==> src/rtl/gcd_stein.sv <==
// gcd_stein: binary (Stein) GCD engine with ready/valid handshakes on both sides.
// Defining GCD_CYCLES_EN adds the cycles_o port reporting REDUCE iterations per result.
module gcd_stein #(
  parameter int WIDTH = 8
`ifdef GCD_CYCLES_EN
  , localparam int CW = $clog2(2*WIDTH+2)
`endif
) (
  input  logic             clk_i,
  input  logic             reset_ni,
  input  logic             valid_i,
  output logic             ready_o,
  input  logic [WIDTH-1:0] a_i,
  input  logic [WIDTH-1:0] b_i,
  output logic             valid_o,
  input  logic             ready_i,
`ifdef GCD_CYCLES_EN
  output logic [CW-1:0]    cycles_o,
`endif
  output logic [WIDTH-1:0] gcd_o
);
  localparam int KW = $clog2(WIDTH+1);
  typedef enum logic [1:0] {IDLE, REDUCE, DONE} state_e;
  state_e           state_q;
  logic [WIDTH-1:0] a_q, b_q, a_d, b_d, gcd_q;
  logic [KW-1:0]    k_q;
  logic             valid_q, a_even, b_even, accept, zero_op, equal;
  assign a_even  = ~a_q[0];
  assign b_even  = ~b_q[0];
  assign accept  = valid_i && state_q == IDLE;
  assign zero_op = a_i == '0 || b_i == '0;
  assign equal   = a_q == b_q;
  // one Stein step; the odd-odd case always subtracts the smaller operand
  assign a_d = a_even ? a_q >> 1 : (!b_even && a_q > b_q) ? (a_q - b_q) >> 1 : a_q;
  assign b_d = b_even ? b_q >> 1 : (!a_even && a_q <= b_q) ? (b_q - a_q) >> 1 : b_q;
  always_ff @(posedge clk_i) begin
    if (!reset_ni) begin
      state_q <= IDLE;
      valid_q <= 1'b0;
      gcd_q   <= '0;
      a_q     <= '0;
      b_q     <= '0;
      k_q     <= '0;
    end else begin
      case (state_q)
        IDLE: if (accept) begin
          a_q <= a_i;
          b_q <= b_i;
          k_q <= '0;
          if (zero_op) begin
            gcd_q   <= a_i | b_i;
            valid_q <= 1'b1;
            state_q <= DONE;
          end else begin
            state_q <= REDUCE;
          end
        end
        REDUCE: if (equal) begin
          gcd_q   <= a_q << k_q;
          valid_q <= 1'b1;
          state_q <= DONE;
        end else begin
          a_q <= a_d;
          b_q <= b_d;
          k_q <= k_q + KW'(a_even & b_even);
        end
        DONE: if (ready_i) begin
          valid_q <= 1'b0;
          state_q <= IDLE;
        end
        default: state_q <= IDLE;
      endcase
    end
  end
`ifdef GCD_CYCLES_EN
  logic [CW-1:0] cyc_q, cyc_d, cycles_q;
  assign cyc_d = &cyc_q ? cyc_q : cyc_q + 1'b1;
  always_ff @(posedge clk_i) begin
    if (!reset_ni) begin
      cyc_q    <= '0;
      cycles_q <= '0;
    end else if (accept) begin
      cyc_q <= '0;
      if (zero_op) cycles_q <= '0;
    end else if (state_q == REDUCE) begin
      cyc_q <= cyc_d;
      if (equal) cycles_q <= cyc_d;
    end
  end
  assign cycles_o = cycles_q;
`endif
  assign ready_o = state_q == IDLE;
  assign valid_o = valid_q;
  assign gcd_o   = gcd_q;
endmodule

==> config.mk <==
export PLATFORM = sky130hd
export DESIGN_NAME = gcd_stein
export DESIGN_NICKNAME = d
export VERILOG_FILES = /design/src/rtl/gcd_stein.sv
export SDC_FILE = /design/constraint.sdc
export NUM_CORES = 1
export LEC_CHECK = 0
export ABC_AREA = 1
export CAP_MARGIN = 30
export CORE_UTILIZATION = 51
export CTS_CLUSTER_SIZE = 40
export DETAILED_ROUTE_END_ITERATION = 8
export GPL_ROUTABILITY_DRIVEN = 0
export GPL_TIMING_DRIVEN = 0
export PLACE_DENSITY = 0.82
export SKIP_CTS_REPAIR_TIMING = 1
export SLEW_MARGIN = 5
export SYNTH_ARGS = -nofsm -noshare
export SYNTH_HDL_FRONTEND = slang
export SYNTH_SLANG_ARGS = --single-unit
export TNS_END_PERCENT = 5
==> constraint.sdc <==
create_clock -name clk_i -period 5.7 [get_ports clk_i]
set_input_delay 1.14 -clock clk_i [delete_from_list [all_inputs] [get_ports clk_i]]
set_output_delay 1.14 -clock clk_i [all_outputs]
set_load 0.005 [all_outputs]
==> impl_metrics.json, run 1 <==
{
  "status": "finished, final reports clean",
  "syn_area_um2": 2750,
  "diodes": 0,
  "finalHoldViolCount": 0,
  "p_int_mw": 0.8845,
  "p_seq_share_pct": 19.8,
  "cts_root_buf": "clkbuf_8",
  "switching_share_pct": 53.64,
  "period_minus_slack_ns": 2.858,
  "max_slew_margin_pct": 65.71,
  "fin_cells": 564,
  "syn_inst": 460,
  "grt_pass1_wl_mm": 11.96,
  "fp-row-count": 26,
  "rsz0062_at_grt": "false",
  "report.final.setup_viol": 0,
  "synth_edf_count": 0,
  "max-vdd-ir-drop_uv": 288.2,
  "p_per_area_nw_per_um2": 597.9,
  "die_w_um": 75.44,
  "grt-ovfl-total": 0,
  "path_cells": "clkdlybuf4s50_1 -> nor4_1 -> nand2_1 -> nand3_1 -> nand3_2 -> buf_2 -> nor3_1 -> nor2_1",
  "die_h_um": 75.44,
  "max_stage_delay_ns": 0.52,
  "drv_slew": 0,
  "slowest_stage": "nor4_1",
  "cap_violations": 0,
  "critPathCaptureType": "register",
  "max_slew.worst_pin.slew_ns": 0.5097,
  "crit_type": "in2reg",
  "worstPathRequired_ns": 5.88,
  "hold_slack_ns": 0.4950,
  "num_io_pins": 30,
  "num_vias": 2986,
  "p_sw_mw": 1.023,
  "leakage_nw": 1.575,
  "grt_use_total_pct": 28.09,
  "synth_xor_area_share_pct": 1.592,
  "crit_arrival_ns": 3.04,
  "synth_top_flop_cell": "dfxtp_1",
  "grt_pass1_vias": 2596,
  "muxShareOfSynthArea_pct": 0,
  "cts_tree": "done",
  "final_nets": 535,
  "wl_per_cell_um": 13.07,
  "cp_top_family": "simple AND/OR/NAND/NOR gates",
  "synth-simple-area-share_pct": 35.58,
  "worstPathMaxFanout": 10,
  "async_flop_share_pct": 0,
  "grt_max_degree": 12,
  "synth_compound_area_share_pct": 17.24,
  "tns_ns": 0,
  "clock_skew_ns": 0.005453,
  "die_area_um2": 5690,
  "yosys.area_share.adder_pct": 9.645,
  "yosysWarnings": 0,
  "postRouteAntennaNets": 0,
  "clockPowerShare_pct": 8.5,
  "hold_path_class": "reg2reg",
  "numCtsBuffers": 5,
  "drt-pass1-iter-count": 5,
  "io_buffers": 28,
  "htreeDepth": 2,
  "ys_seq_elements": 31,
  "syn_nets": 500,
  "path_buf_inv": 2,
  "period_share_pct": 50.14,
  "max_freq_ghz": 0.3499,
  "layout-drive-gt1-share_pct": 6.073,
  "yosysSeqAreaShare_pct": 22.57,
  "ys_types": 35,
  "drt_iter0_markers": 335,
  "synth_top_family_by_area": "simple AND/OR/NAND/NOR gates",
  "drc": 0,
  "dp.cells": 558,
  "comb_power_share_pct": 71.7,
  "clockBufferDepth": 2,
  "core_area_um2": 5140,
  "areaGrowthSynthToFinish_pct": 16.01,
  "drt_wl_total_mm": 7.373,
  "initial_utilization_pct": 53.51,
  "path_clk_slew_ns": 0.06,
  "clk_latency_ns": 0.29,
  "worstSetupStartpointType": "input port",
  "via_per_inst": 5.294,
  "antenna_found_initial": 0,
  "clock_sinks": 31,
  "avgSynthCellArea_um2": 5.979,
  "hpwlAfterDp_mm": 5.817
}
cell families (layout without fill, tap and decap cells):
family | after synthesis | count (layout)
adder cells (fa/ha/maj) | 20 | 20
buffers and inverters | 90 | 124
flip-flops | 31 | 31
XOR/XNOR | 5 | 5
AO/OA/AOI/OAI | 81 | 81
AND/OR/NAND/NOR | 233 | 233
final cells by class:
class / count / area, µm²
fill: 495 / 1949
sequential: 31 / 620.6
multi-input combinational: 339 / 1762
tap: 70 / 87.58
timing repair buffer: 28 / 280.3
inverter: 76 / 285.3
buffer: 14 / 82.58
clock buffer: 6 / 72.57
worst paths after layout:
path	startpoint	to	slack, ns	cells past startpoint
hold reg to reg	b_q[7]	b_q[7]	0.50	2
setup / recovery	b_i[0]	gcd_o[4]	2.84	8
hold / removal	b_q[7]	b_q[7]	0.50	2
setup reg to reg	a_q[0]	a_q[0]	3.11	11
worst register-to-register path, cell delays in order (launching register included):
cell     delay [ns]
dfxtp_1        0.50
inv_2          0.17
ha_1           0.27
fa_1           0.40
inv_1          0.07
nand2_1        0.04
nand2_1        0.10
nand3_1        0.10
nand2_2        0.11
nand4_1        0.23
o21ai_0        0.36
a21oi_1        0.12
sequential cells by signal (all words and copies together), names as in the netlist:
name     count
a_q          8
b_q          8
gcd_o        8
k_q          4
state_q      2
valid_o      1
synth_stat cells, types with 2 or more instances:
cell type	n	area, µm²
o211ai_1	3	22.52
o31ai_1	2	15.01
a21oi_1	35	175.2
buf_2	6	30.03
buf_6	2	22.52
fa_1	2	40.04
nand2_2	4	25.02
buf_4	2	15.01
xor2_1	4	35.03
ha_1	18	225.2
dfxtp_1	31	620.6
nor3_1	3	15.01
o21ai_4	2	32.53
nor2_1	57	214.0
o21bai_1	6	45.04
nand4_1	6	37.54
nand3_1	15	75.07
o21ai_0	27	135.1
nor4_1	4	25.02
inv_1	74	277.8
a211oi_1	3	22.52
clkbuf_1	4	15.01
o221ai_1	2	17.52
nand2_1	135	506.7
nand2_4	2	22.52
inv_2	2	7.510
cells in the final DEF, fill, tap and decap left out, types with 4 or more instances in the layout:
cell type	synthesis	layout
nand3_1	15	15
ha_1	18	18
clkbuf_1	4	5
nor4_1	4	4
nand2_1	135	135
clkbuf_8	0	5
dfxtp_1	31	31
nand2_2	4	4
inv_1	74	74
clkdlybuf4s50_1	0	28
o21ai_0	27	27
nand4_1	6	6
a21oi_1	35	35
nor2_1	57	57
xor2_1	4	4
buf_2	6	6
o21bai_1	6	6
power by group through the flow:
| stage | registers (mW) | clock network [mW] | logic [mW] |
|---|---|---|---|
| finish | 0.377 | 0.163 | 1.37 |
| global route | 0.390 | 0.175 | 1.55 |
| CTS | 0.376 | 0.161 | 1.35 |
| detailed placement | 0.380 | 0 | 1.34 |
| global placement | 0.377 | 0 | 1.31 |
| floorplan | 0.364 | 0 | 1.01 |
routing by layer:
metal / share of wire [%] / routed length (µm) / GRT usage [%] / vias to the layer above
li1: - / - / - / 1514
met1: 45 / 3325 / 40.39 / 1340
met2: 46 / 3388 / 43.25 / 118
met3: 7.6 / 562 / 3.836 / 14
met4: 1.3 / 96 / 9.259 / 0
met5: 0 / 0 / 0 / -
stage by stage:
| step | util [%] | area (µm²) | total power [mW] | worst slack (ns) |
|---|---|---|---|---|
| 2_1_floorplan | - | 2750 | 1.371 | 3.522 |
| 3_5_place_dp | 60.66 | 3118 | 1.720 | 2.577 |
| 6_report | 62.07 | 3191 | 1.908 | 2.842 |
| 5_1_grt | 62.07 | 3191 | 2.114 | 2.707 |
| 3_3_place_gp | 60.66 | 3118 | 1.690 | 2.615 |
| 4_1_cts | 62.07 | 3191 | 1.886 | 2.861 |
(Power assumes the default switching activity.)
==> inputs of run 2 (changes only) <==
==> constraint.sdc (replaced) <==
create_clock -name clk_i -period 2.8 [get_ports clk_i]
set_input_delay 0.56 -clock clk_i [delete_from_list [all_inputs] [get_ports clk_i]]
set_output_delay 0.56 -clock clk_i [all_outputs]
set_load 0.005 [all_outputs]
==> results of run 2 <==
The final DEF is identical to that of run 1. Status: finished, final reports clean.
Main changes from that run: setup slack after placement 2.577 ns -> 0.2574 ns; clock-pin slew on the worst setup and hold paths 0.06 ns -> 0.07 ns; setup slack after layout 2.842 ns -> 0.2130 ns; start point of the critical path b_i[0] -> a_q[0]; end point of the critical path gcd_o[4] -> a_q[0]; register-to-register setup slack 3.11 ns -> 0.21 ns; total power 1.908 mW -> 3.884 mW; worst IR drop on VDD 288.2 µV -> 586.7 µV
==> inputs of run 3 (changes only) <==
--- a/config.mk
+++ b/config.mk
@@ -12,8 +12,8 @@
 export DETAILED_ROUTE_END_ITERATION = 8
 export GPL_ROUTABILITY_DRIVEN = 0
 export GPL_TIMING_DRIVEN = 0
-export PLACE_DENSITY = 0.82
-export SKIP_CTS_REPAIR_TIMING = 1
+export PLACE_DENSITY = 0.71
+export RECOVER_POWER = 25
 export SLEW_MARGIN = 5
 export SYNTH_ARGS = -nofsm -noshare
 export SYNTH_HDL_FRONTEND = slang
==> impl_metrics.json, run 3 (synthesis results as in run 1) <==
{
  "status": "finished, final reports clean",
  "path_clk_slew_ns": 0.06,
  "postRouteAntennaNets": 0,
  "grt_use_total_pct": 28.82,
  "clock_skew_ns": 0.005071,
  "hold_path_class": "reg2reg",
  "hold_slack_ns": 0.4916,
  "reg2regPathDepth": 14,
  "grt_pass1_wl_mm": 12.19,
  "cts_hold_buf": 0,
  "max_slew.worst_pin.slew_ns": 0.5053,
  "core_area_um2": 5140,
  "final_common_cell": "nand2_1",
  "leakage_nw": 1.596,
  "worstPathMaxFanout": 11,
  "period_minus_slack_ns": 2.617,
  "comb_power_share_pct": 71.5,
  "antenna_found_initial": 0,
  "tns_ns": 0,
  "layout_common_cells": "nand2_1, inv_1, nor2_1",
  "drt_wl_total_mm": 7.532,
  "regArea_um2": 620.6,
  "crit_type": "reg2reg",
  "finalHoldViolCount": 0,
  "worstSetupStartpointType": "register",
  "worstPathRequired_ns": 2.97,
  "initial_utilization_pct": 53.51,
  "worst_r2r_startpoint": "a_q[0]",
  "drt-pass1-iter-count": 5,
  "clockBufferDepth": 2,
  "grt_pass1_vias": 2613,
  "drc": 0,
  "critPathCaptureType": "register",
  "areaGrowthSynthToFinish_pct": 15.88,
  "drt_iter0_markers": 280,
  "die_area_um2": 5690,
  "fill_cells": 538,
  "max_slew_margin_pct": 66.00,
  "rsz0062_at_grt": "false",
  "dp_worst_setup_slack_ns": 0.2740,
  "max-vdd-ir-drop_uv": 688.5,
  "drv_slew": 0,
  "die_w_um": 75.44,
  "layout_setup_ws_ns": 0.1830,
  "critPathLaunch": "a_q[0]",
  "num_vias": 2917,
  "clock_sinks": 31,
  "post_cts_buffers": 0,
  "report.final.setup_viol": 0,
  "fp-row-count": 26,
  "layout-drive-gt1-share_pct": 5.870,
  "num_io_pins": 30,
  "clk_latency_ns": 0.28,
  "switching_share_pct": 53.80,
  "max_freq_ghz": 0.3821,
  "p_int_mw": 1.776,
  "grt_max_degree": 12,
  "cts-resized-gates": 0,
  "cts_tree": "done",
  "final_nets": 535,
  "io_buffers": 28,
  "diodes": 0,
  "p_per_area_nw_per_um2": 1206,
  "crit_arrival_ns": 2.79,
  "worstHoldStart": "b_q[7]",
  "cts_root_buf": "clkbuf_8",
  "p_sw_mw": 2.068,
  "min_path_cells": 2,
  "numCtsBuffers": 5,
  "die_h_um": 75.44,
  "grt-ovfl-total": 0,
  "htreeDepth": 2,
  "multiInputGateArea_um2": 1758,
  "via_per_inst": 5.172,
  "wl_per_cell_um": 13.35,
  "hpwlAfterDp_mm": 6.022,
  "clockPowerShare_pct": 8.4,
  "period_share_pct": 93.46,
  "p_seq_share_pct": 20.0,
  "cap_violations": 0
}
-- run 3: final timing paths --
check / endpoint / slack (ns)
max reg2reg: a_q[6] / 0.18
min: b_q[7] / 0.49
min reg2reg: b_q[7] / 0.49
max: a_q[6] / 0.18
-- run 3: cell type report --
| type | instances | area share (%) |
|---|---|---|
| multi-input cells | 339 | 55.16 |
| flip-flops and latches | 31 | 19.47 |
| inverters | 76 | 8.952 |
| repair buffers | 28 | 8.795 |
| well taps | 70 | 2.748 |
| plain buffers | 14 | 2.591 |
| clock buffers | 6 | 2.277 |
-- run 3: metrics by stage --
step	power [mW]	utilization, %	cell area (µm²)	cells
finish	3.844	62.00	3187	564
global placement	3.480	60.66	3118	558
detailed placement	3.520	60.66	3118	558
global route	4.292	62.00	3187	564
CTS	3.856	62.07	3191	564
floorplan	2.791	-	2750	460
-- run 3: power by group through the flow --
stage	Clock (mW)	Sequential, mW	Combinational (mW)
after floorplan	0	0.742	2.05
after global placement	0	0.771	2.71
after detailed placement	0	0.780	2.74
after CTS	0.327	0.771	2.76
after global routing	0.344	0.796	3.15
final	0.324	0.770	2.75
-- run 3: worst max-delay path, cell delays in order (launching register included) --
cell	delay, ns
dfxtp_1	0.51
inv_2	0.18
ha_1	0.27
fa_1	0.40
inv_1	0.07
nand2_1	0.04
nand2_1	0.10
nand3_1	0.09
nand2_2	0.10
nand2_4	0.07
o21ai_4	0.16
nand2_2	0.11
buf_6	0.16
nor2_1	0.13
a21oi_1	0.09
-- run 3: per-layer routing --
layer / routed length [µm] / GRT usage (%)
met5: 0 / 0
met4: 87 / 6.584
met3: 465 / 5.556
met2: 3324 / 47.12
met1: 3655 / 39.31
